<file path="src/rtl/vmac_sched_pkg.sv">
// Shared constants, state encoding and record layouts
// for the vector MAC job scheduler.
package vmac_sched_pkg;

  localparam logic [15:0] ACC_CTRL   = 16'd0;
  localparam logic [15:0] ACC_STATUS = 16'd1;
  localparam logic [15:0] ACC_LEN    = 16'd2;
  localparam logic [15:0] ACC_KLEN   = 16'd3;
  localparam logic [15:0] ACC_CYC_LO = 16'd4;
  localparam logic [15:0] ACC_SHIFT  = 16'd6;

  localparam int CTRL_START = 0;
  localparam int CTRL_CLEAR = 1;
  localparam int CTRL_MODE  = 2;
  localparam int STAT_DONE  = 1;

  localparam logic [3:0] S_STG_LEN  = 4'd0;
  localparam logic [3:0] S_STG_KLEN = 4'd1;
  localparam logic [3:0] S_JOB_PUSH = 4'd2;
  localparam logic [3:0] S_STATUS   = 4'd3;
  localparam logic [3:0] S_CQ_HEAD  = 4'd4;
  localparam logic [3:0] S_CQ_POP   = 4'd5;
  localparam logic [3:0] S_IRQ_EN   = 4'd6;

  typedef enum logic [3:0] {
    ST_IDLE,
    ST_WR_LEN,
    ST_WR_KLEN,
    ST_WR_SHIFT,
    ST_WR_START,
    ST_POLL_WAIT,
    ST_POLL,
    ST_RD_CYC,
    ST_WR_CLEAR,
    ST_PUSH_CQ
  } state_e;

  typedef struct packed {
    logic [31:0] len;
    logic [31:0] klen;
    logic [5:0]  shift;
    logic        mode;
    logic [7:0]  tag;
  } job_t;

  typedef struct packed {
    logic [7:0]  tag;
    logic        timeout;
    logic [22:0] cycles;
  } cq_t;

  function automatic logic [31:0] ctrl_data(
    input logic mode,
    input logic start,
    input logic clear
  );
    logic [31:0] d;
    d = '0;
    d[CTRL_MODE]  = mode;
    d[CTRL_START] = start;
    d[CTRL_CLEAR] = clear;
    return d;
  endfunction

  function automatic logic [22:0] sat_cycles(
    input logic [31:0] c
  );
    return (|c[31:23]) ? '1 : c[22:0];
  endfunction

endpackage

</file>
<file path="src/rtl/vmac_job_sched_fifo.sv">
// sync_fifo: show-ahead FIFO, count output, push accepted when full if popped.
// Ports: clk, rst_n, push/din, pop/dout, full, empty, count.
module sync_fifo #(
  parameter int W     = 8,
  parameter int DEPTH = 4
) (
  input  logic                     clk,
  input  logic                     rst_n,
  input  logic                     push,
  input  logic [W-1:0]             din,
  input  logic                     pop,
  output logic [W-1:0]             dout,
  output logic                     full,
  output logic                     empty,
  output logic [$clog2(DEPTH):0]   count
);

  localparam int AW = $clog2(DEPTH);

  logic [W-1:0]  mem [DEPTH];
  logic [AW-1:0] wp, rp;
  logic          do_push, do_pop;

  assign empty   = (count == '0);
  assign full    = (count == (AW+1)'(DEPTH));
  assign do_pop  = pop & ~empty;
  assign do_push = push & (~full | do_pop);
  assign dout    = mem[rp];

  always_ff @(posedge clk) begin
    if (do_push) mem[wp] <= din;
  end

  always_ff @(posedge clk or negedge rst_n) begin
    if (!rst_n) begin
      wp    <= '0;
      rp    <= '0;
      count <= '0;
    end else begin
      if (do_push) wp <= wp + 1'b1;
      if (do_pop)  rp <= rp + 1'b1;
      unique case ({do_push, do_pop})
        2'b10:   count <= count + 1'b1;
        2'b01:   count <= count - 1'b1;
        default: count <= count;
      endcase
    end
  end

endmodule

</file>
<file path="src/rtl/vmac_job_sched.sv">
// Job scheduler: WB slave job/completion queues, WB master sequencer, irq.
// Optional poll watchdog under `VMAC_SCHED_TIMEOUT_EN.
module vmac_job_sched
  import vmac_sched_pkg::*;
#(
  parameter int JQ_DEPTH       = 4,
  parameter int CQ_DEPTH       = 4,
  parameter int POLL_GAP       = 4,
  parameter int TIMEOUT_CYCLES = 65536
) (
  input  logic        clk,
  input  logic        rst_n,
  input  logic        s_cyc,
  input  logic        s_stb,
  input  logic        s_we,
  input  logic [3:0]  s_adr,
  input  logic [31:0] s_dat_w,
  output logic [31:0] s_dat_r,
  output logic        s_ack,
  output logic        m_cyc,
  output logic        m_stb,
  output logic        m_we,
  output logic [15:0] m_adr,
  output logic [3:0]  m_sel,
  output logic [31:0] m_dat_w,
  input  logic [31:0] m_dat_r,
  input  logic        m_ack,
  output logic        irq
);

  localparam int JW  = $bits(job_t);
  localparam int JCW = $clog2(JQ_DEPTH) + 1;
  localparam int CCW = $clog2(CQ_DEPTH) + 1;

  logic [31:0]    stg_len, stg_klen;
  logic           irq_en, ovf;
  state_e         state, state_d;
  job_t           cur, jq_din;
  logic [JW-1:0]  jq_dout;
  logic [31:0]    cq_dout;
  cq_t            cq_din;
  logic [JCW-1:0] jq_cnt;
  logic [CCW-1:0] cq_cnt;
  logic           jq_push, jq_pop, jq_full, jq_empty;
  logic           cq_push, cq_pop, cq_full, cq_empty;
  logic           s_wr;
  logic [22:0]    cyc_q;
  logic           to_q;
  logic [15:0]    gap_cnt;
  logic           a_req, a_we, issue, acc_done;
  logic [15:0]    a_adr;
  logic [31:0]    a_dat;

  assign m_sel = 4'hF;

  assign s_wr    = s_cyc & s_stb & ~s_ack & s_we;
  assign jq_push = s_wr & (s_adr == S_JOB_PUSH);
  assign cq_pop  = s_wr & (s_adr == S_CQ_POP);
  assign jq_pop  = (state == ST_IDLE) & ~jq_empty;

  always_comb begin
    jq_din       = '0;
    jq_din.len   = stg_len;
    jq_din.klen  = stg_klen;
    jq_din.shift = s_dat_w[5:0];
    jq_din.mode  = s_dat_w[8];
    jq_din.tag   = s_dat_w[23:16];
  end

  assign cq_din = '{tag: cur.tag, timeout: to_q, cycles: cyc_q};

  sync_fifo #(.W(JW), .DEPTH(JQ_DEPTH)) u_jq (
    .clk   (clk),
    .rst_n (rst_n),
    .push  (jq_push),
    .din   (jq_din),
    .pop   (jq_pop),
    .dout  (jq_dout),
    .full  (jq_full),
    .empty (jq_empty),
    .count (jq_cnt)
  );

  sync_fifo #(.W(32), .DEPTH(CQ_DEPTH)) u_cq (
    .clk   (clk),
    .rst_n (rst_n),
    .push  (cq_push),
    .din   (cq_din),
    .pop   (cq_pop),
    .dout  (cq_dout),
    .full  (cq_full),
    .empty (cq_empty),
    .count (cq_cnt)
  );

  always_comb begin
    s_dat_r = '0;
    unique case (1'b1)
      (s_adr == S_STG_LEN):  s_dat_r = stg_len;
      (s_adr == S_STG_KLEN): s_dat_r = stg_klen;
      (s_adr == S_STATUS):   s_dat_r = {12'b0, 4'(cq_cnt), 4'b0,
                                        4'(jq_cnt), 4'b0, ovf, jq_full,
                                        ~cq_empty, state != ST_IDLE};
      (s_adr == S_CQ_HEAD):  s_dat_r = cq_empty ? '0 : cq_dout;
      (s_adr == S_IRQ_EN):   s_dat_r = {31'b0, irq_en};
      default:               s_dat_r = '0;
    endcase
  end

`ifdef VMAC_SCHED_TIMEOUT_EN
  logic [31:0] to_cnt;
  logic        to_hit;

  assign to_hit = (to_cnt >= 32'(TIMEOUT_CYCLES));

  always_ff @(posedge clk or negedge rst_n) begin
    if (!rst_n) begin
      to_cnt <= '0;
      to_q   <= 1'b0;
    end else begin
      to_cnt <= (state == ST_POLL || state == ST_POLL_WAIT)
                ? to_cnt + 1'b1 : '0;
      if (jq_pop) to_q <= 1'b0;
      else if (state == ST_POLL_WAIT && to_hit) to_q <= 1'b1;
    end
  end
`else
  assign to_q = 1'b0;
`endif

  assign acc_done = m_cyc & m_ack;
  assign issue    = a_req & ~m_cyc;

  always_comb begin
    state_d = state;
    a_req   = 1'b0;
    a_we    = 1'b0;
    a_adr   = '0;
    a_dat   = '0;
    cq_push = 1'b0;
    unique case (state)
      ST_IDLE: if (!jq_empty) state_d = ST_WR_LEN;
      ST_WR_LEN: begin
        {a_req, a_we, a_adr, a_dat} = {2'b11, ACC_LEN, cur.len};
        if (acc_done) state_d = ST_WR_KLEN;
      end
      ST_WR_KLEN: begin
        {a_req, a_we, a_adr, a_dat} = {2'b11, ACC_KLEN, cur.klen};
        if (acc_done) state_d = ST_WR_SHIFT;
      end
      ST_WR_SHIFT: begin
        {a_req, a_we, a_adr, a_dat} = {2'b11, ACC_SHIFT, 32'(cur.shift)};
        if (acc_done) state_d = ST_WR_START;
      end
      ST_WR_START: begin
        {a_req, a_we, a_adr} = {2'b11, ACC_CTRL};
        a_dat = ctrl_data(cur.mode, 1'b1, 1'b0);
        if (acc_done) state_d = ST_POLL_WAIT;
      end
      ST_POLL_WAIT: begin
        if (gap_cnt == 16'(POLL_GAP - 1)) state_d = ST_POLL;
`ifdef VMAC_SCHED_TIMEOUT_EN
        if (to_hit) state_d = ST_WR_CLEAR;
`endif
      end
      ST_POLL: begin
        {a_req, a_adr} = {1'b1, ACC_STATUS};
        if (acc_done)
          state_d = m_dat_r[STAT_DONE] ? ST_RD_CYC : ST_POLL_WAIT;
      end
      ST_RD_CYC: begin
        {a_req, a_adr} = {1'b1, ACC_CYC_LO};
        if (acc_done) state_d = ST_WR_CLEAR;
      end
      ST_WR_CLEAR: begin
        {a_req, a_we, a_adr} = {2'b11, ACC_CTRL};
        a_dat = ctrl_data(cur.mode, 1'b0, 1'b1);
        if (acc_done) state_d = ST_PUSH_CQ;
      end
      ST_PUSH_CQ: begin
        // a same-cycle pop frees the slot, so a full CQ still accepts
        cq_push = 1'b1;
        if (!cq_full || cq_pop) state_d = ST_IDLE;
      end
      default: state_d = ST_IDLE;
    endcase
  end

  always_ff @(posedge clk or negedge rst_n) begin
    if (!rst_n) begin
      state    <= ST_IDLE;
      s_ack    <= 1'b0;
      irq      <= 1'b0;
      irq_en   <= 1'b0;
      ovf      <= 1'b0;
      stg_len  <= '0;
      stg_klen <= '0;
      cur      <= '0;
      cyc_q    <= '0;
      gap_cnt  <= '0;
      m_cyc    <= 1'b0;
      m_stb    <= 1'b0;
      m_we     <= 1'b0;
      m_adr    <= '0;
      m_dat_w  <= '0;
    end else begin
      state <= state_d;
      s_ack <= s_cyc & s_stb & ~s_ack;
      irq   <= irq_en & ~cq_empty;
      if (s_wr && s_adr == S_STG_LEN)  stg_len  <= s_dat_w;
      if (s_wr && s_adr == S_STG_KLEN) stg_klen <= s_dat_w;
      if (s_wr && s_adr == S_IRQ_EN)   irq_en   <= s_dat_w[0];
      if (jq_push && jq_full && !jq_pop) ovf <= 1'b1;
      else if (s_wr && s_adr == S_STATUS && s_dat_w[3]) ovf <= 1'b0;
      if (jq_pop) begin
        cur   <= job_t'(jq_dout);
        cyc_q <= '0;
      end else if (state == ST_RD_CYC && acc_done) begin
        cyc_q <= sat_cycles(m_dat_r);
      end
      gap_cnt <= (state == ST_POLL_WAIT) ? gap_cnt + 1'b1 : '0;
      if (acc_done) begin
        m_cyc <= 1'b0;
        m_stb <= 1'b0;
        m_we  <= 1'b0;
      end else if (issue) begin
        m_cyc   <= 1'b1;
        m_stb   <= 1'b1;
        m_we    <= a_we;
        m_adr   <= a_adr;
        m_dat_w <= a_dat;
      end
    end
  end

endmodule

</file>
<file path="config.mk">
export PLATFORM = sky130hd
export DESIGN_NAME = vmac_job_sched
export DESIGN_NICKNAME = d
export VERILOG_FILES = /design/src/rtl/vmac_sched_pkg.sv /design/src/rtl/vmac_job_sched_fifo.sv /design/src/rtl/vmac_job_sched.sv
export SDC_FILE = /design/constraint.sdc
export NUM_CORES = 1
export LEC_CHECK = 0
export ABC_CLOCK_PERIOD_IN_PS = 11700
export CAP_MARGIN = 20
export CORE_MARGIN = 2
export CORE_UTILIZATION = 65
export CTS_BUF_LIST = sky130_fd_sc_hd__clkbuf_4
export CTS_CLUSTER_SIZE = 30
export DETAILED_ROUTE_END_ITERATION = 8
export PLACE_DENSITY = 0.85
export SLEW_MARGIN = 20
export SYNTH_ARGS = -nofsm -noshare
export SYNTH_HDL_FRONTEND = slang
export SYNTH_SLANG_ARGS = --single-unit
</file>
<file path="constraint.sdc">
create_clock -name clk -period 11.7 [get_ports clk]
set_input_delay 1.17 -clock clk [delete_from_list [all_inputs] [get_ports clk]]
set_output_delay 1.17 -clock clk [all_outputs]
set_load 0.01 [all_outputs]
</file>
==> impl_results.html <==
<table>
<tr><th>Metric</th><th>Value</th></tr>
<tr><th colspan="2">STA</th></tr>
<tr><td>Min Hold Slack</td><td>0.3304 ns</td></tr>
<tr><td>Total negative setup slack</td><td>0 ns</td></tr>
<tr><td>Final Cycle Share</td><td>40.27%</td></tr>
<tr><td>Unrepaired setup endpoints after global routing</td><td>false</td></tr>
<tr><td>Final Critical Period</td><td>4.712 ns</td></tr>
<tr><td>Actual transition at the worst max-transition pin</td><td>1.120 ns</td></tr>
<tr><td>Tightest slew margin relative to the limit</td><td>25.32%</td></tr>
<tr><td>Largest clock skew in the final design</td><td>0.04989 ns</td></tr>
<tr><td>Final number of hold-violating endpoints</td><td>0</td></tr>
<tr><td>Number of setup violations in the final report</td><td>0</td></tr>
<tr><td>F_max</td><td>212.2 MHz</td></tr>
<tr><td>Final number of max-transition violations</td><td>0</td></tr>
<tr><th colspan="2">Clocking</th></tr>
<tr><td>TritonCTS Sinks</td><td>681</td></tr>
<tr><td>CTS clock-pin slew for the worst setup and hold paths</td><td>0.07 ns</td></tr>
<tr><td>CTS tree</td><td>done</td></tr>
<tr><td>Post-cts sizing count</td><td>0</td></tr>
<tr><td>Number of buffers added for setup after CTS</td><td>0</td></tr>
<tr><td>Worst-Skew Late Latency</td><td>0.89 ns</td></tr>
<tr><td>Inserted Clock Buffers</td><td>162</td></tr>
<tr><td>Cts hold-fix bufs</td><td>0</td></tr>
<tr><td>Number of levels in the clock H-tree</td><td>4</td></tr>
<tr><td>Clock root cell</td><td>clkbuf_4</td></tr>
<tr><td>Largest buffer count on any clock path</td><td>3</td></tr>
<tr><th colspan="2">Final layout</th></tr>
<tr><td>Layout area overhead</td><td>15.25%</td></tr>
<tr><td>End-of-flow core utilization</td><td>75.55%</td></tr>
<tr><td>Ratio of cells with drive above 1 in the final layout</td><td>21.75%</td></tr>
<tr><td>Layout net count</td><td>1,989</td></tr>
<tr><th colspan="2">Die</th></tr>
<tr><td>I/O pin total</td><td>163</td></tr>
<tr><td>Floorplan die height</td><td>206.7 um</td></tr>
<tr><td>Die outline area</td><td>42,720 um^2</td></tr>
<tr><td>Width of the die</td><td>206.7 um</td></tr>
<tr><td>Starting Density</td><td>65.56%</td></tr>
<tr><td>Cell row count</td><td>74</td></tr>
<tr><td>Floorplan Core Area</td><td>40,740 um^2</td></tr>
<tr><th colspan="2">Yosys</th></tr>
<tr><td>Share of async-settable or async-resettable flops after synthesis</td><td>35.39%</td></tr>
<tr><td>Register bit count reported by yosys</td><td>681</td></tr>
<tr><td>Top_reg_cell synth</td><td>edfxtp_1</td></tr>
<tr><td>Library cells used by synthesis</td><td>72</td></tr>
<tr><td>Cell count after synthesis</td><td>1,658</td></tr>
<tr><td>Biggest area contributors in the synthesized netlist</td><td>edfxtp_1, dfrtp_1, mux4_2, nand2_1, mux2_1</td></tr>
<tr><td>Count of flip-flops with a built-in enable after synthesis</td><td>440</td></tr>
<tr><td>Fraction of the yosys area taken by sequential cells</td><td>72.05%</td></tr>
<tr><td>Number of warnings reported in the yosys synthesis log</td><td>0</td></tr>
<tr><td>Combined area of all synthesized cells</td><td>26,710 um^2</td></tr>
<tr><td>Share of the synthesized area in the top cell type</td><td>49.47%</td></tr>
<tr><td>Mean Syn Cell Area</td><td>16.11 um^2</td></tr>
<tr><td>Most area-hungry cell type in the Yosys netlist</td><td>edfxtp_1</td></tr>
<tr><th colspan="2">Worst setup path</th></tr>
<tr><td>Cell count along the critical path</td><td>6</td></tr>
<tr><td>Category of the worst setup path capture point</td><td>primary output</td></tr>
<tr><td>Longest individual stage delay on the worst path</td><td>0.65 ns</td></tr>
<tr><td>Launching element type of the critical path</td><td>flop</td></tr>
<tr><td>Crit path cell chain</td><td>nor3_1 &gt; nor3_2 &gt; buf_4 &gt; a222oi_1 &gt; inv_1 &gt; clkdlybuf4s50_1</td></tr>
<tr><td>Required time of the critical path</td><td>10.53 ns</td></tr>
<tr><td>Critical path start-end classification</td><td>reg2out</td></tr>
<tr><td>Number of buffer and inverter stages on the critical path</td><td>3</td></tr>
<tr><td>Data arrival time of the critical path</td><td>3.54 ns</td></tr>
<tr><td>Length in cells of the worst reg-to-reg path</td><td>6</td></tr>
<tr><td>Critical path peak fanout</td><td>31</td></tr>
<tr><td>Slowest stage cell on the critical path</td><td>nor3_1</td></tr>
<tr><td>CP top delay family</td><td>buffers and inverters</td></tr>
<tr><th colspan="2">GRT</th></tr>
<tr><td>Largest net degree at the start of global routing</td><td>98</td></tr>
<tr><td>Number of global-route vias before repair</td><td>16,020</td></tr>
<tr><td>Number of antenna violations at the first check in global routing</td><td>3</td></tr>
<tr><td>Grt total ovfl</td><td>0</td></tr>
<tr><td>GRT Total Usage</td><td>29.31%</td></tr>
<tr><td>Wire length of the first global-routing pass</td><td>92,270 um</td></tr>
<tr><th colspan="2">Place</th></tr>
<tr><td>Final GP Congestion</td><td>0.8315</td></tr>
<tr><td>Port Buffers</td><td>145</td></tr>
<tr><td>Half-perimeter wire length after detailed placement</td><td>37,700 um</td></tr>
<tr><th colspan="2">Detailed routing</th></tr>
<tr><td>Initial detailed-routing violation count</td><td>1,767</td></tr>
<tr><td>Ratio of routed vias to standard cells</td><td>6.091</td></tr>
<tr><td>Post-route antenna net violation count</td><td>0</td></tr>
<tr><td>First-pass iteration count of the detailed router</td><td>7</td></tr>
<tr><td>Post-Route WL</td><td>59,990 um</td></tr>
<tr><td>Vias post-DR</td><td>15,690</td></tr>
<tr><td>Average wire per cell in the routed design</td><td>23.29 um</td></tr>
<tr><td>DRC violations left</td><td>1</td></tr>
<tr><th colspan="2">Power</th></tr>
<tr><td>Static Leakage</td><td>12.09 nW</td></tr>
<tr><td>Maximum ir drop on the vdd rail</td><td>131.7 uV</td></tr>
<tr><td>Pwr/cell area</td><td>218.4 nW/um^2</td></tr>
<tr><th colspan="2">Run status</th></tr>
<tr><td>Status</td><td>finished with violations</td></tr>
<tr><td>Violations in the final reports</td><td>design-rule violations</td></tr>
<tr><th colspan="2">Job</th></tr>
<tr><td>Max cap viols</td><td>0</td></tr>
<tr><th colspan="2">Hold path</th></tr>
<tr><td>Worst min path class</td><td>in2async</td></tr>
</table>
[layer usage]
metal | share of wire [%] | track usage [%]
met3 | 10 | 8.650
met5 | 0 | 0
met1 | 38 | 39.44
met2 | 50 | 46.75
met4 | 2.4 | 9.954
[area by class of cell]
| type | instances | area (um^2) |
|---|---|---|
| inverters | 41 | 155.1 |
| fillers | 2302 | 9960 |
| clock inverters | 55 | 341.6 |
| repair buffers | 168 | 1629 |
| diodes | 3 | 7.507 |
| multi-input cells | 848 | 6868 |
| clock buffers | 248 | 1862 |
| flip-flops and latches | 681 | 19250 |
| well taps | 532 | 665.6 |
[registers in the layout, indices dropped and copies added, names as in the netlist]
name        count
cq_din          8
cur            71
cyc_q          23
gap_cnt        16
irq             1
irq_en          1
m_adr           3
m_dat_w        32
m_stb           1
m_we            1
ovf             1
s_ack           1
state           4
stg_klen       32
stg_len        32
u_cq.count      3
u_cq.mem      124
u_cq.rp         2
u_cq.wp         2
u_jq.count      3
u_jq.mem      316
u_jq.rp         2
u_jq.wp         2
[report_power, final]
part           internal [mW]  switching, mW  leakage (nW)
Combinational          0.677          0.819          3.61
Sequential              2.90          0.332          7.16
Clock                   1.06          0.931          1.32
[synthesized netlist by cell type, types with 3 or more instances]
| master | number |
|---|---|
| nor3b_1 | 3 |
| o21ai_0 | 7 |
| nand2b_1 | 3 |
| clkbuf_1 | 42 |
| xnor2_1 | 15 |
| nand2_1 | 300 |
| nand4_1 | 5 |
| buf_2 | 26 |
| buf_6 | 3 |
| mux2i_1 | 6 |
| or3_1 | 3 |
| mux4_2 | 110 |
| a21oi_1 | 30 |
| and3_1 | 3 |
| a221oi_1 | 4 |
| buf_4 | 22 |
| inv_1 | 37 |
| o21ai_1 | 31 |
| a222oi_1 | 29 |
| mux2_1 | 68 |
| a22oi_1 | 26 |
| nor3_1 | 10 |
| nor4_1 | 4 |
| edfxtp_1 | 440 |
| nand3_1 | 10 |
| nor2b_1 | 3 |
| dfrtp_1 | 241 |
| and2_1 | 10 |
| nor2_1 | 83 |
| mux2_4 | 3 |
| inv_2 | 3 |
| buf_1 | 9 |
| ha_1 | 11 |
| xor2_1 | 11 |
[path summary, 6_finish.rpt]
kind,from,to,slack [ns]
worst max register to register,state[1],u_jq.mem[0][74],8.28
max in group asynchronous,rst_n,u_cq.rp[0],9.81
worst min-delay path,rst_n,cur[9],0.33
worst max-delay path,u_cq.count[2],s_dat_r[26],6.99
worst min register to register,s_ack,s_ack,0.45
min in group clk,s_ack,s_ack,0.45
[kinds of logic after synthesis]
group	synth area share, %
buffers and inverters	2.581
adders and majority gates	0.6653
xor gates and xnor gates	0.8527
and+or+nand+nor	7.304
other	0.02812
muxes	12.58
AOI/OAI and AO/OA	3.935
DFF	72.05
[through the flow]
step                cell area (um^2)  setup WS, ns  cells  power, mW
floorplan                      26760         7.143   1673      4.233
global placement               28560         7.263   2270      4.677
detailed placement             28570         7.167   2270      4.762
CTS                            30770         6.985   2573      6.764
global route                   30780         6.893   2575      7.054
finish                         30780         6.988   2576      6.721
[worst register-to-register path: stages, from the launching register on]
cell	delay, ns
dfrtp_1	0.60
or2_1	0.39
or2_4	0.32
nand3_1	0.11
and2b_1	0.36
and2_4	0.53
buf_4	0.67
[cell usage in the layout, fill, tap and decap left out, drive strengths merged, types with 24 or more instances in the layout]
master | synthesis | final
a22oi | 26 | 26
mux4 | 110 | 110
clkinv | 1 | 44
nor2 | 83 | 83
a21oi | 31 | 31
clkbuf | 43 | 248
dfrtp | 241 | 241
o21ai | 40 | 40
clkdlybuf4s50 | 0 | 144
mux2 | 72 | 72
inv | 40 | 48
buf | 60 | 24
nand2 | 302 | 302
a222oi | 29 | 29
edfxtp | 440 | 440
Power figures use the tool's default switching activity.
